**config.mk**
```make
export PLATFORM = sky130hd
export DESIGN_NAME = nmr_pulse_sequence_decoder
export DESIGN_NICKNAME = d
export VERILOG_FILES = /design/src/rtl/nmr_seq_pkg.sv /design/src/rtl/us_tick_counter.sv /design/src/rtl/nmr_pulse_sequence_decoder.sv
export SDC_FILE = /design/constraint.sdc
export NUM_CORES = 1
export LEC_CHECK = 0
export BUFFER_PORTS_ARGS = -buffer_cell sky130_fd_sc_hd__buf_2
export CAP_MARGIN = 10
export CELL_PAD_IN_SITES_DETAIL_PLACEMENT = 1
export CELL_PAD_IN_SITES_GLOBAL_PLACEMENT = 1
export CORE_MARGIN = 8
export CORE_UTILIZATION = 47
export DETAILED_ROUTE_END_ITERATION = 10
export GPL_TIMING_DRIVEN = 0
export HOLD_SLACK_MARGIN = 0.1
export PLACE_DENSITY_LB_ADDON = 0.1
export SLEW_MARGIN = 20
export SYNTH_ARGS = -nofsm -noshare
export SYNTH_HDL_FRONTEND = slang
export SYNTH_SLANG_ARGS = --single-unit
```
**constraint.sdc**
```tcl
create_clock -name clk -period 18.75 [get_ports clk]
set_clock_uncertainty 0.2 [all_clocks]
set_input_delay 2.8125 -clock clk [delete_from_list [all_inputs] [get_ports clk]]
set_output_delay 2.8125 -clock clk [all_outputs]
set_load 0.01 [all_outputs]
```
**src/rtl/nmr_seq_pkg.sv**
```systemverilog
// Shared types and widths for the NMR pulse sequence decoder.
package nmr_seq_pkg;

    localparam int CNT_W  = 32;
    localparam int BCNT_W = 16;

    localparam logic [CNT_W-1:0]  CNT_MAX  = '1;
    localparam logic [BCNT_W-1:0] BCNT_MAX = '1;

    typedef enum logic [2:0] {
        IDLE,
        ARMED,
        A_PULSE,
        AB_GAP,
        B_PULSE,
        BB_GAP,
        DONE
    } state_t;

    typedef enum logic [1:0] {
        BLK_OFF,
        BLK_WAIT,
        BLK_RUN,
        BLK_FIN
    } blank_phase_t;

    // True when two microsecond lengths are more than 1 us apart.
    function automatic logic diff_gt_one(input logic [CNT_W-1:0] a, input logic [CNT_W-1:0] b);
        if (a > b)
            return (a - b) > CNT_W'(1);
        else
            return (b - a) > CNT_W'(1);
    endfunction

endpackage

```
**src/rtl/us_tick_counter.sv**
```systemverilog
// Prescaled microsecond counter with synchronous clear and saturation.
// us_count already includes the tick that the current enabled cycle produces.
module us_tick_counter #(
    parameter int unsigned DIVIDER = 125,
    parameter int          W       = 32
) (
    input  logic         clk,
    input  logic         rst,
    input  logic         clr,
    input  logic         en,
    output logic [W-1:0] us_count
);

    localparam int PW = (DIVIDER > 1) ? $clog2(DIVIDER) : 1;

    logic [PW-1:0] presc;
    logic [W-1:0]  count;
    logic          wrap;

    assign wrap = en && (presc == PW'(DIVIDER - 1));

    always_comb begin
        us_count = count;
        if (wrap && (count != '1))
            us_count = count + 1'b1;
    end

    always_ff @(posedge clk or posedge rst) begin
        if (rst) begin
            presc <= '0;
            count <= '0;
        end else if (clr) begin
            presc <= '0;
            count <= '0;
        end else if (en) begin
            presc <= wrap ? '0 : presc + 1'b1;
            count <= us_count;
        end
    end

endmodule

```
**src/rtl/nmr_pulse_sequence_decoder.sv**
```systemverilog
// Passive monitor of the pulse sequencer bus; measures A/B pulse timing and
// the first blanking run in microseconds and strobes the results once per sequence.
module nmr_pulse_sequence_decoder
    import nmr_seq_pkg::*;
#(
    parameter int unsigned US_DIVIDER = 125,
    parameter int unsigned TIMEOUT_US = 1000
) (
    input  logic              clk,
    input  logic              rst,
    input  logic              enbl,
    input  logic              sync_in,
    input  logic              pulse_in,
    input  logic              blank_in,
    output logic [CNT_W-1:0]  Alen_out,
    output logic [CNT_W-1:0]  Blen_out,
    output logic [CNT_W-1:0]  ABdly_out,
    output logic [CNT_W-1:0]  BBdly_out,
    output logic [BCNT_W-1:0] BBcnt_out,
    output logic [CNT_W-1:0]  BlankLen_out,
    output logic              valid_out,
    output logic              err_out,
    output logic              abort_out,
    output logic              busy_out
);

    logic sync_q, sync_d, pulse_q, pulse_d, blank_q, blank_d;
    logic sync_rise, pulse_rise, pulse_fall;

    state_t       state, next_state;
    blank_phase_t blank_phase;

    logic [CNT_W-1:0]  seg_us, blank_us;
    logic              seg_en, seg_clr, blank_en, timeout;
    logic              arm, abort;

    logic [CNT_W-1:0]  alen_w, blen_w, abdly_w, bbdly_w;
    logic [CNT_W-1:0]  alen_n, blen_n, abdly_n, bbdly_n;
    logic [BCNT_W-1:0] bbcnt_w, bbcnt_n;
    logic              err_w, err_n;

    always_ff @(posedge clk or posedge rst) begin
        if (rst) begin
            sync_q  <= 1'b0;
            sync_d  <= 1'b0;
            pulse_q <= 1'b0;
            pulse_d <= 1'b0;
            blank_q <= 1'b0;
            blank_d <= 1'b0;
        end else begin
            sync_q  <= sync_in;
            sync_d  <= sync_q;
            pulse_q <= pulse_in;
            pulse_d <= pulse_q;
            blank_q <= blank_in;
            blank_d <= blank_q;
        end
    end

    assign sync_rise  = sync_q & ~sync_d;
    assign pulse_rise = pulse_q & ~pulse_d;
    assign pulse_fall = ~pulse_q & pulse_d;

    assign seg_en  = (state != IDLE) && (state != DONE);
    assign seg_clr = (next_state != state) || arm;
    assign timeout = seg_us >= CNT_W'(TIMEOUT_US);

    us_tick_counter #(.DIVIDER(US_DIVIDER), .W(CNT_W)) u_seg_cnt (
        .clk      (clk),
        .rst      (rst),
        .clr      (seg_clr),
        .en       (seg_en),
        .us_count (seg_us)
    );

    // Blank path only counts the first high run after the sequence was armed.
    assign blank_en = blank_d && ((blank_phase == BLK_WAIT) || (blank_phase == BLK_RUN));

    us_tick_counter #(.DIVIDER(US_DIVIDER), .W(CNT_W)) u_blank_cnt (
        .clk      (clk),
        .rst      (rst),
        .clr      (arm),
        .en       (blank_en),
        .us_count (blank_us)
    );

    always_ff @(posedge clk or posedge rst) begin
        if (rst)
            blank_phase <= BLK_OFF;
        else if (arm)
            blank_phase <= BLK_WAIT;
        else if ((blank_phase == BLK_WAIT) && blank_d)
            blank_phase <= BLK_RUN;
        else if ((blank_phase == BLK_RUN) && !blank_d)
            blank_phase <= BLK_FIN;
    end

    always_comb begin
        next_state = state;
        arm        = 1'b0;
        abort      = 1'b0;
        alen_n     = alen_w;
        blen_n     = blen_w;
        abdly_n    = abdly_w;
        bbdly_n    = bbdly_w;
        bbcnt_n    = bbcnt_w;
        err_n      = err_w;

        if (!enbl) begin
            next_state = IDLE;
        end else if (sync_rise) begin
            arm        = 1'b1;
            abort      = (state != IDLE) && (state != DONE);
            next_state = ARMED;
        end else begin
            unique case (state)
                IDLE: next_state = IDLE;
                ARMED: begin
                    if (pulse_rise) begin
                        next_state = A_PULSE;
                    end else if (timeout) begin
                        err_n      = 1'b1;
                        next_state = DONE;
                    end
                end
                A_PULSE: begin
                    if (pulse_fall) begin
                        alen_n     = seg_us;
                        next_state = AB_GAP;
                    end else if (timeout) begin
                        alen_n     = seg_us;
                        err_n      = 1'b1;
                        next_state = DONE;
                    end
                end
                AB_GAP: begin
                    if (pulse_rise) begin
                        abdly_n    = seg_us;
                        bbcnt_n    = BCNT_W'(1);
                        next_state = B_PULSE;
                    end else if (timeout) begin
                        next_state = DONE;
                    end
                end
                B_PULSE: begin
                    if (pulse_fall) begin
                        if (bbcnt_w == BCNT_W'(1))
                            blen_n = seg_us;
                        else if (diff_gt_one(seg_us, blen_w))
                            err_n = 1'b1;
                        next_state = BB_GAP;
                    end else if (timeout) begin
                        err_n      = 1'b1;
                        next_state = DONE;
                    end
                end
                BB_GAP: begin
                    if (pulse_rise) begin
                        if (bbcnt_w == BCNT_W'(1))
                            bbdly_n = seg_us;
                        if (bbcnt_w != BCNT_MAX)
                            bbcnt_n = bbcnt_w + 1'b1;
                        next_state = B_PULSE;
                    end else if (timeout) begin
                        next_state = DONE;
                    end
                end
                DONE: next_state = IDLE;
                default: next_state = IDLE;
            endcase
        end

        if (arm) begin
            alen_n  = '0;
            blen_n  = '0;
            abdly_n = '0;
            bbdly_n = '0;
            bbcnt_n = '0;
            err_n   = 1'b0;
        end
    end

    always_ff @(posedge clk or posedge rst) begin
        if (rst) begin
            state   <= IDLE;
            alen_w  <= '0;
            blen_w  <= '0;
            abdly_w <= '0;
            bbdly_w <= '0;
            bbcnt_w <= '0;
            err_w   <= 1'b0;
        end else begin
            state   <= next_state;
            alen_w  <= alen_n;
            blen_w  <= blen_n;
            abdly_w <= abdly_n;
            bbdly_w <= bbdly_n;
            bbcnt_w <= bbcnt_n;
            err_w   <= err_n;
        end
    end

    // Results are published on entry to DONE so they line up with the valid strobe.
    always_ff @(posedge clk or posedge rst) begin
        if (rst) begin
            Alen_out     <= '0;
            Blen_out     <= '0;
            ABdly_out    <= '0;
            BBdly_out    <= '0;
            BBcnt_out    <= '0;
            BlankLen_out <= '0;
            err_out      <= 1'b0;
            valid_out    <= 1'b0;
            abort_out    <= 1'b0;
        end else begin
            valid_out <= (next_state == DONE);
            abort_out <= abort;
            if (next_state == DONE) begin
                Alen_out     <= alen_n;
                Blen_out     <= blen_n;
                ABdly_out    <= abdly_n;
                BBdly_out    <= bbdly_n;
                BBcnt_out    <= bbcnt_n;
                BlankLen_out <= blank_us;
                err_out      <= err_n;
            end
        end
    end

    assign busy_out = (state != IDLE);

endmodule

```
# After elaboration in Yosys (flattened, before gate mapping)
# Cells that the tools add are included.
[word_totals] regBits=413 in_bits=6 out_inout_bits=180 wordCells=149
[classes] add_sub_neg=7 n_lt_le_gt_ge=4 n_eq_ne=16 n_mux=73 bitwise=6 reduce_logical=16
[op_table] op="2-to-1 mux 32 bit" count=29
[op_table] op="2-to-1 mux 16 bit" count=6
[op_table] op="adder 32 x 1 -> 32 bit, second input constant" count=2
[op_table] op="> comparator 32 x 1 -> 1 bit, second input constant" count=2
[op_table] op="inequality test 32 bit, second input constant" count=2
[op_table] op="subtractor 32 bit" count=2
[op_table] op="2-to-1 mux 7 bit" count=6
[op_table] op="greater-or-equal comparator 32 x 10 -> 1 bit, second input constant" count=1
[op_table] op="> comparator 32 bit" count=1
[op_table] op="case mux 16 bit (2 select lines)" count=1
[op_table] op="2-to-1 mux 3 bit" count=7
[op_table] op="2-to-1 mux 1 bit" count=19
[op_table] op="adder 16 x 1 -> 16 bit, second input constant" count=1
[op_table] op="equality test 16 x 1 -> 1 bit, second input constant" count=1
[op_table] op="inequality test 16 bit, second input constant" count=1
[op_table] op="adder 7 x 1 -> 7 bit, second input constant" count=2
[op_table] op="equality test 7 bit, second input constant" count=2
[op_table] op="case mux 3 bit (4 select lines)" count=1
[op_table] op="equality test 3 bit, second input constant" count=3
[op_table] op="logical AND 1 bit" count=8
[op_table] op="equality test 3 x 2 -> 1 bit, second input constant" count=2
[op_table] op="2-to-1 mux 2 bit" count=3
[op_table] op="nonzero test 3 bit" count=2
[op_table] op="nonzero test 2 bit" count=2
[op_table] op="11 further kinds" count=16

# Longest topological paths before layout
[logic_depth] ltp_word=20 ltp_mapped=23 depth_no_buf=21

# Hierarchy
# A second synthesis with hierarchy kept.
[unflattened] cells_unflattened=2433 hier_area_um2=23358.7
[modules_own_cells] mod="nmr_pulse_sequence_decoder" instances=1 cells_per_inst=1895 area_each_um2=18333.8 seq_area_each_um2=8383.0
[modules_own_cells] mod="us_tick_counter (u_seg_cnt)" instances=1 cells_per_inst=276 area_each_um2=2563.7 seq_area_each_um2=975.9
[modules_own_cells] mod="us_tick_counter (u_blank_cnt)" instances=1 cells_per_inst=262 area_each_um2=2461.1 seq_area_each_um2=975.9

# Least setup slack after synthesis
# OpenSTA, ideal clock, no wires.
[synth_path] path_kind="input port to flip-flop" startpoint="in enbl" endpoint="reg BBdly_out[2]" setup_time_ns=0.128 arrival_ns=4.825 t_required_ns=18.422 path_slack_ns=13.598 stages=8 n_path_buf=2 path_cell_list="nor2b_1 -> clkbuf_1 -> nand3_1 -> nor3_1 -> clkbuf_1 -> mux2i_1 -> nor2_1 -> mux2_1"
[synth_between] elab_chain_cells=2 word_cells_on_any_way=5 cone_classes="eq/ne (1); mux (4)"
[synth_lines] item="from (decl)" line_no="nmr_pulse_sequence_decoder.sv:11" text="input logic enbl,"
[synth_lines] item="2-to-1 mux 32 bit / 2-to-1 mux 1 bit (equally long branches)" line_no="nmr_pulse_sequence_decoder.sv:109" text="if (!enbl) begin"
[synth_lines] item="2-to-1 mux 32 bit *" line_no="nmr_pulse_sequence_decoder.sv:173" text="if (arm) begin"
[synth_lines] item="via bbdly_n[2]" line_no="nmr_pulse_sequence_decoder.sv:38" text="logic [CNT_W-1:0] alen_n, blen_n, abdly_n, bbdly_n;"
[synth_lines] item="to (signal assigned)" line_no="nmr_pulse_sequence_decoder.sv:222" text="BBdly_out <= bbdly_n;"
[synth_lines] item="to (decl)" line_no="nmr_pulse_sequence_decoder.sv:18" text="output logic [CNT_W-1:0] BBdly_out,"
# The timed path passes the listed nets; every way through them passes the cells marked *.
# A chain may end at the register's enable or synchronous reset.

# Worst setup path in the final report
[layout_path] startpoint="reg u_seg_cnt.presc[0]" endpoint="reg err_w"
[layout_between] elab_chain_cells=19 word_cells_on_any_way=26 cone_classes="add/sub (2); order compare (4); eq/ne (1); mux (17); reduce/logical (2)"
[layout_lines] item="from (decl)" line_no="us_tick_counter.sv:16" text="logic [PW-1:0] presc;"
[layout_lines] item="from (signal assigned)" line_no="us_tick_counter.sv:36" text="presc <= wrap ? '0 : presc + 1'b1;"
[layout_lines] item="equality test 7 bit *" line_no="us_tick_counter.sv:20" text="assign wrap = en && (presc == PW'(DIVIDER - 1));"
[layout_lines] item="logical AND 1 bit *" line_no="us_tick_counter.sv:20"
[layout_lines] item="logical AND 1 bit *" line_no="us_tick_counter.sv:24" text="if (wrap && (count != '1))"
[layout_lines] item="2-to-1 mux 32 bit *" line_no="us_tick_counter.sv:24"
[layout_lines] item="subtractor 32 bit, on equally long branches" line_no="nmr_seq_pkg.sv:32, nmr_seq_pkg.sv:30"
[layout_lines] item="> comparator 32 x 1 -> 1 bit, on equally long branches" line_no="nmr_seq_pkg.sv:32, nmr_seq_pkg.sv:30"
[layout_lines] item="2-to-1 mux 1 bit" line_no="nmr_seq_pkg.sv:29" text="if (a > b)"
[layout_lines] item="2-to-1 mux 1 bit" line_no="nmr_pulse_sequence_decoder.sv:147" text="if (bbcnt_w == BCNT_W'(1))"
[layout_lines] item="(+4 left out)"
[layout_lines] item="2-to-1 mux 1 bit" line_no="nmr_pulse_sequence_decoder.sv:149" text="else if (diff_gt_one(seg_us, blen_w))"
[layout_lines] item="2-to-1 mux 1 bit" line_no="nmr_pulse_sequence_decoder.sv:147"
[layout_lines] item="2-to-1 mux 1 bit" line_no="nmr_pulse_sequence_decoder.sv:146" text="if (pulse_fall) begin"
[layout_lines] item="case mux 1 bit (3 select lines) *" line_no="nmr_pulse_sequence_decoder.sv:116" text="unique case (state)"
[layout_lines] item="2-to-1 mux 1 bit *" line_no="nmr_pulse_sequence_decoder.sv:111" text="end else if (sync_rise) begin"
[layout_lines] item="2-to-1 mux 1 bit *" line_no="nmr_pulse_sequence_decoder.sv:109"
[layout_lines] item="2-to-1 mux 1 bit *" line_no="nmr_pulse_sequence_decoder.sv:173"
[layout_lines] item="via err_n" line_no="nmr_pulse_sequence_decoder.sv:40" text="logic err_w, err_n;"
[layout_lines] item="to (signal assigned)" line_no="nmr_pulse_sequence_decoder.sv:199" text="err_w <= err_n;"
[layout_lines] item="to (decl)" line_no="nmr_pulse_sequence_decoder.sv:40"
# The timed path passes the listed nets; every way through them passes the cells marked *. The select of a mux whose other input is x is not followed.

==> results.py <==
metrics = {
    "grt": {
        "grt_overflow": 0,
        "grt_pass1_wl_um": 125000,
        "grt_pass1_vias": 20901,
        "grt_max_degree": 110,
        "antenna_found_initial": 0,
        "gr-usage-all-layers": 0.296,
    },
    "synth": {
        "synth_warnings": 0,
        "netlist.area_leader.share": 0.461,
        "ys_types": 92,
        "syn-instance-count": 2334,
        "syn_area_per_cell_um2": 9.60,
        "syn_nets": 2410,
        "synthTopCellsByArea": "dfrtp_1 46%, nor2_1 5.3%, mux2_1 5.3%, a211oi_1 4.4%, ha_1 3.9%",
        "async_flop_share": 1.00,
        "synth-seq-cells": 413,
        "synth_area_um2": 22400,
        "yosys.area.top_type": "dfrtp_1",
        "synth_edf_count": 0,
        "synth_seq_area_share": 0.461,
        "ys.flop_type": "dfrtp_1",
    },
    "worst_setup_path": {
        "worstPathArrival_ns": 8.08,
        "cp-start-kind": "register",
        "worst-setup-path-type": "register to register",
        "required_ns": 18.98,
        "cp_max_fo": 10,
        "cp-end-kind": "register",
    },
    "sta": {
        "fin_setup_tns_ns": 0,
        "drv_slew": 0,
        "timing.fmax_mhz": 127,
        "hold_viol": 0,
        "post-route-min-period_ns": 7.84,
        "rsz0062_at_grt": "no",
        "worst_pin_slew_ns": 1.22,
        "max_slew_margin": 0.186,
        "setup_violations": 0,
        "period_share": 0.418,
    },
    "place": {
        "gp_congestion": 0.942,
        "dpl.hpwl_um": 61400,
        "portBuffers": 185,
    },
    "finish": {
        "mostFrequentLayoutCells": "413 x dfrtp_1, 316 x nor2_1, 211 x buf_2, 176 x nand2_1, 132 x a211oi_1",
        "final_nets": 2651,
        "syn_to_final_growth_pct": 15.5,
        "multi_input_area_um2": 11200,
        "drive_gt1_frac": 0.156,
        "final_common_cell": "dfrtp_1",
        "n_fill_cell": 5401,
        "seq_area_um2": 10300,
        "antenna_cells": 0,
    },
    "min_path": {
        "hold_class": "register to register",
    },
    "flow_run": {
        "cap_violations": 0,
    },
    "die": {
        "dieArea_um2": 54900,
        "die_w_um": 234,
        "initial_core_util": 0.472,
        "core-area_um2": 47400,
        "die_h_um": 234,
        "num_rows": 80,
        "ios": 186,
    },
    "route": {
        "viasPerCell": 6.03,
        "first_pass_iters": 5,
        "ant_nets": 0,
        "avgRoutedWirePerCell_um": 25.0,
        "totalWireLength_um": 80700,
        "drc": 0,
        "initialDrtViolationCount": 1242,
        "vias": 19442,
    },
    "clocking": {
        "clk_path_buf_depth": 3,
        "cts_tree": "done",
        "hold_buffers": 0,
        "cts.sinks": 413,
        "cts_resized": 0,
        "clk_pin_slew_ns": 0.06,
        "post_cts_buffers": 0,
        "cts_buffers": 46,
        "clock_latency_ns": 0.59,
        "clockRootBuffer": "clkbuf_16",
        "cts_max_level": 2,
    },
    "power": {
        "p_per_area_nw_per_um2": 75.8,
        "seqPwrFrac": 0.471,
        "clock_power_share": 0.474,
        "p_total_mw": 1.96,
        "p_leak_nw": 12.8,
        "switching_share": 0.244,
        "power_frac_comb": 0.055,
        "p_int_mw": 1.48,
        "p_switching_mw": 0.479,
        "ir_worst_vdd_mv": 0.0869,
    },
    "outcome": {
        "outcome": "finished clean",
    },
}
-- path summary, 6_finish.rpt --
path                                                startpoint  slack [ns]                        to  cells after the start
worst max-delay path            u_seg_cnt.presc[0]$_DFFE_PP0P_       10.91           err_w$_DFF_PP0_                     23
worst min-delay path                         blank_q$_DFF_PP0_        0.15         blank_d$_DFF_PP0_                      0
worst max register to register  u_seg_cnt.presc[0]$_DFFE_PP0P_       10.91           err_w$_DFF_PP0_                     23
worst min register to register               blank_q$_DFF_PP0_        0.15         blank_d$_DFF_PP0_                      0
max in group asynchronous                                  rst       14.61  Alen_out[30]$_DFFE_PP0P_                      5
min in group asynchronous                                  rst        1.99  BBcnt_out[9]$_DFFE_PP0P_                      2
-- routing by layer --
metal  part of all wire  GRT usage
met1               0.41      0.365
met2               0.49      0.504
met3              0.042     0.0421
met4              0.054      0.149
met5                  0          0
-- worst max-delay path: stages, from the launching register on --
cell and delay [ns]:
dfrtp_1 0.43, inv_1 0.09, ha_1 0.15, nand4_1 0.24, a211oi_1 0.48, buf_2 0.34, o211ai_2 0.19, o21ai_0 0.25
and2_1 0.16, clkbuf_1 0.45, inv_1 0.10, ha_1 0.33, clkbuf_1 0.41, nand2_1 0.22, nor2_1 0.51, nand2_1 0.16
a311oi_1 0.36, o2111ai_1 0.22, nor4_1 0.56, o2111ai_1 0.20, nor4_1 0.41, nand4_1 0.17, nor4_1 0.91, o31ai_1 0.15
-- synth_stat cells, types with 6 or more instances --
library cell	number
nand4_1	47
nand3_1	53
o21bai_1	11
o2111ai_1	8
xnor2_1	46
clkbuf_1	96
or3_1	9
nor2_1	316
dfrtp_1	413
o211ai_1	12
nand2_1	176
xor2_1	35
nor2b_1	15
mux2i_1	20
and2_1	15
a21oi_1	99
inv_1	104
buf_1	6
a211oi_1	132
buf_2	26
ha_1	69
o21ai_1	27
o21ai_0	86
nor3_1	46
buf_4	11
a311oi_1	11
nand2b_1	21
o31ai_1	15
mux2_2	37
or2_2	11
a21o_1	24
a2111oi_2	6
a211o_1	9
o21a_1	20
and4_1	13
and3_1	33
a31oi_1	18
nor4_1	25
mux2_1	105
-- flip-flops by register name (all words and copies together) (netlist names), 16 cells and up --
register	flops
BBcnt_out	16
bbdly_w	32
abdly_w	32
BlankLen_out	32
alen_w	32
Alen_out	32
u_blank_cnt.count	32
BBdly_out	32
u_seg_cnt.count	32
blen_w	32
ABdly_out	32
bbcnt_w	16
Blen_out	32
-- power by group through the flow --
stage                     Clock [mW]  Combinational [mW]  Sequential (mW)
after floorplan                    0              0.0637            0.943
after global placement             0              0.0999            0.941
after detailed placement           0               0.108            0.941
after CTS                      0.944               0.109            0.925
after global routing           0.976               0.122            0.928
final                          0.930               0.107            0.925
-- layout make-up --
| cell class | instances | share of cell area |
|---|---|---|
| inverter | 106 | 0.0157 |
| tap | 615 | 0.0297 |
| sequential | 413 | 0.399 |
| buffer | 139 | 0.0230 |
| multi-input combinational | 1676 | 0.431 |
| timing repair buffer | 193 | 0.0415 |
| clock inverter | 26 | 0.0108 |
| clock buffer | 58 | 0.0489 |
-- kinds of logic after synthesis --
kind of cell             after synthesis  share of synthesized area
AO/OA/AOI/OAI                        551                      0.170
XOR/XNOR                              86                     0.0353
adder cells (fa/ha/maj)               70                     0.0394
buffers and inverters                245                     0.0443
flip-flops                           413                      0.461
multiplexers                         162                     0.0803
AND/OR/NAND/NOR                      807                      0.170
-- through the flow --
step | hold slack, ns | instances | setup WS [ns] | area [µm²] | util
6_report | 0.150 | 3226 | 10.91 | 25900 | 0.546
5_1_grt | 0.162 | 3226 | 10.47 | 25900 | 0.546
4_1_cts | 0.152 | 3226 | 11.24 | 25900 | 0.546
3_5_place_dp | 0.139 | 3142 | 11.29 | 24300 | 0.513
3_3_place_gp | 0.136 | 3134 | 0.0850 | 24100 | 0.508
2_1_floorplan | 0.131 | 2334 | 4.24 | 22400 | -
No activity file was read; power rests on OpenSTA's default activity.
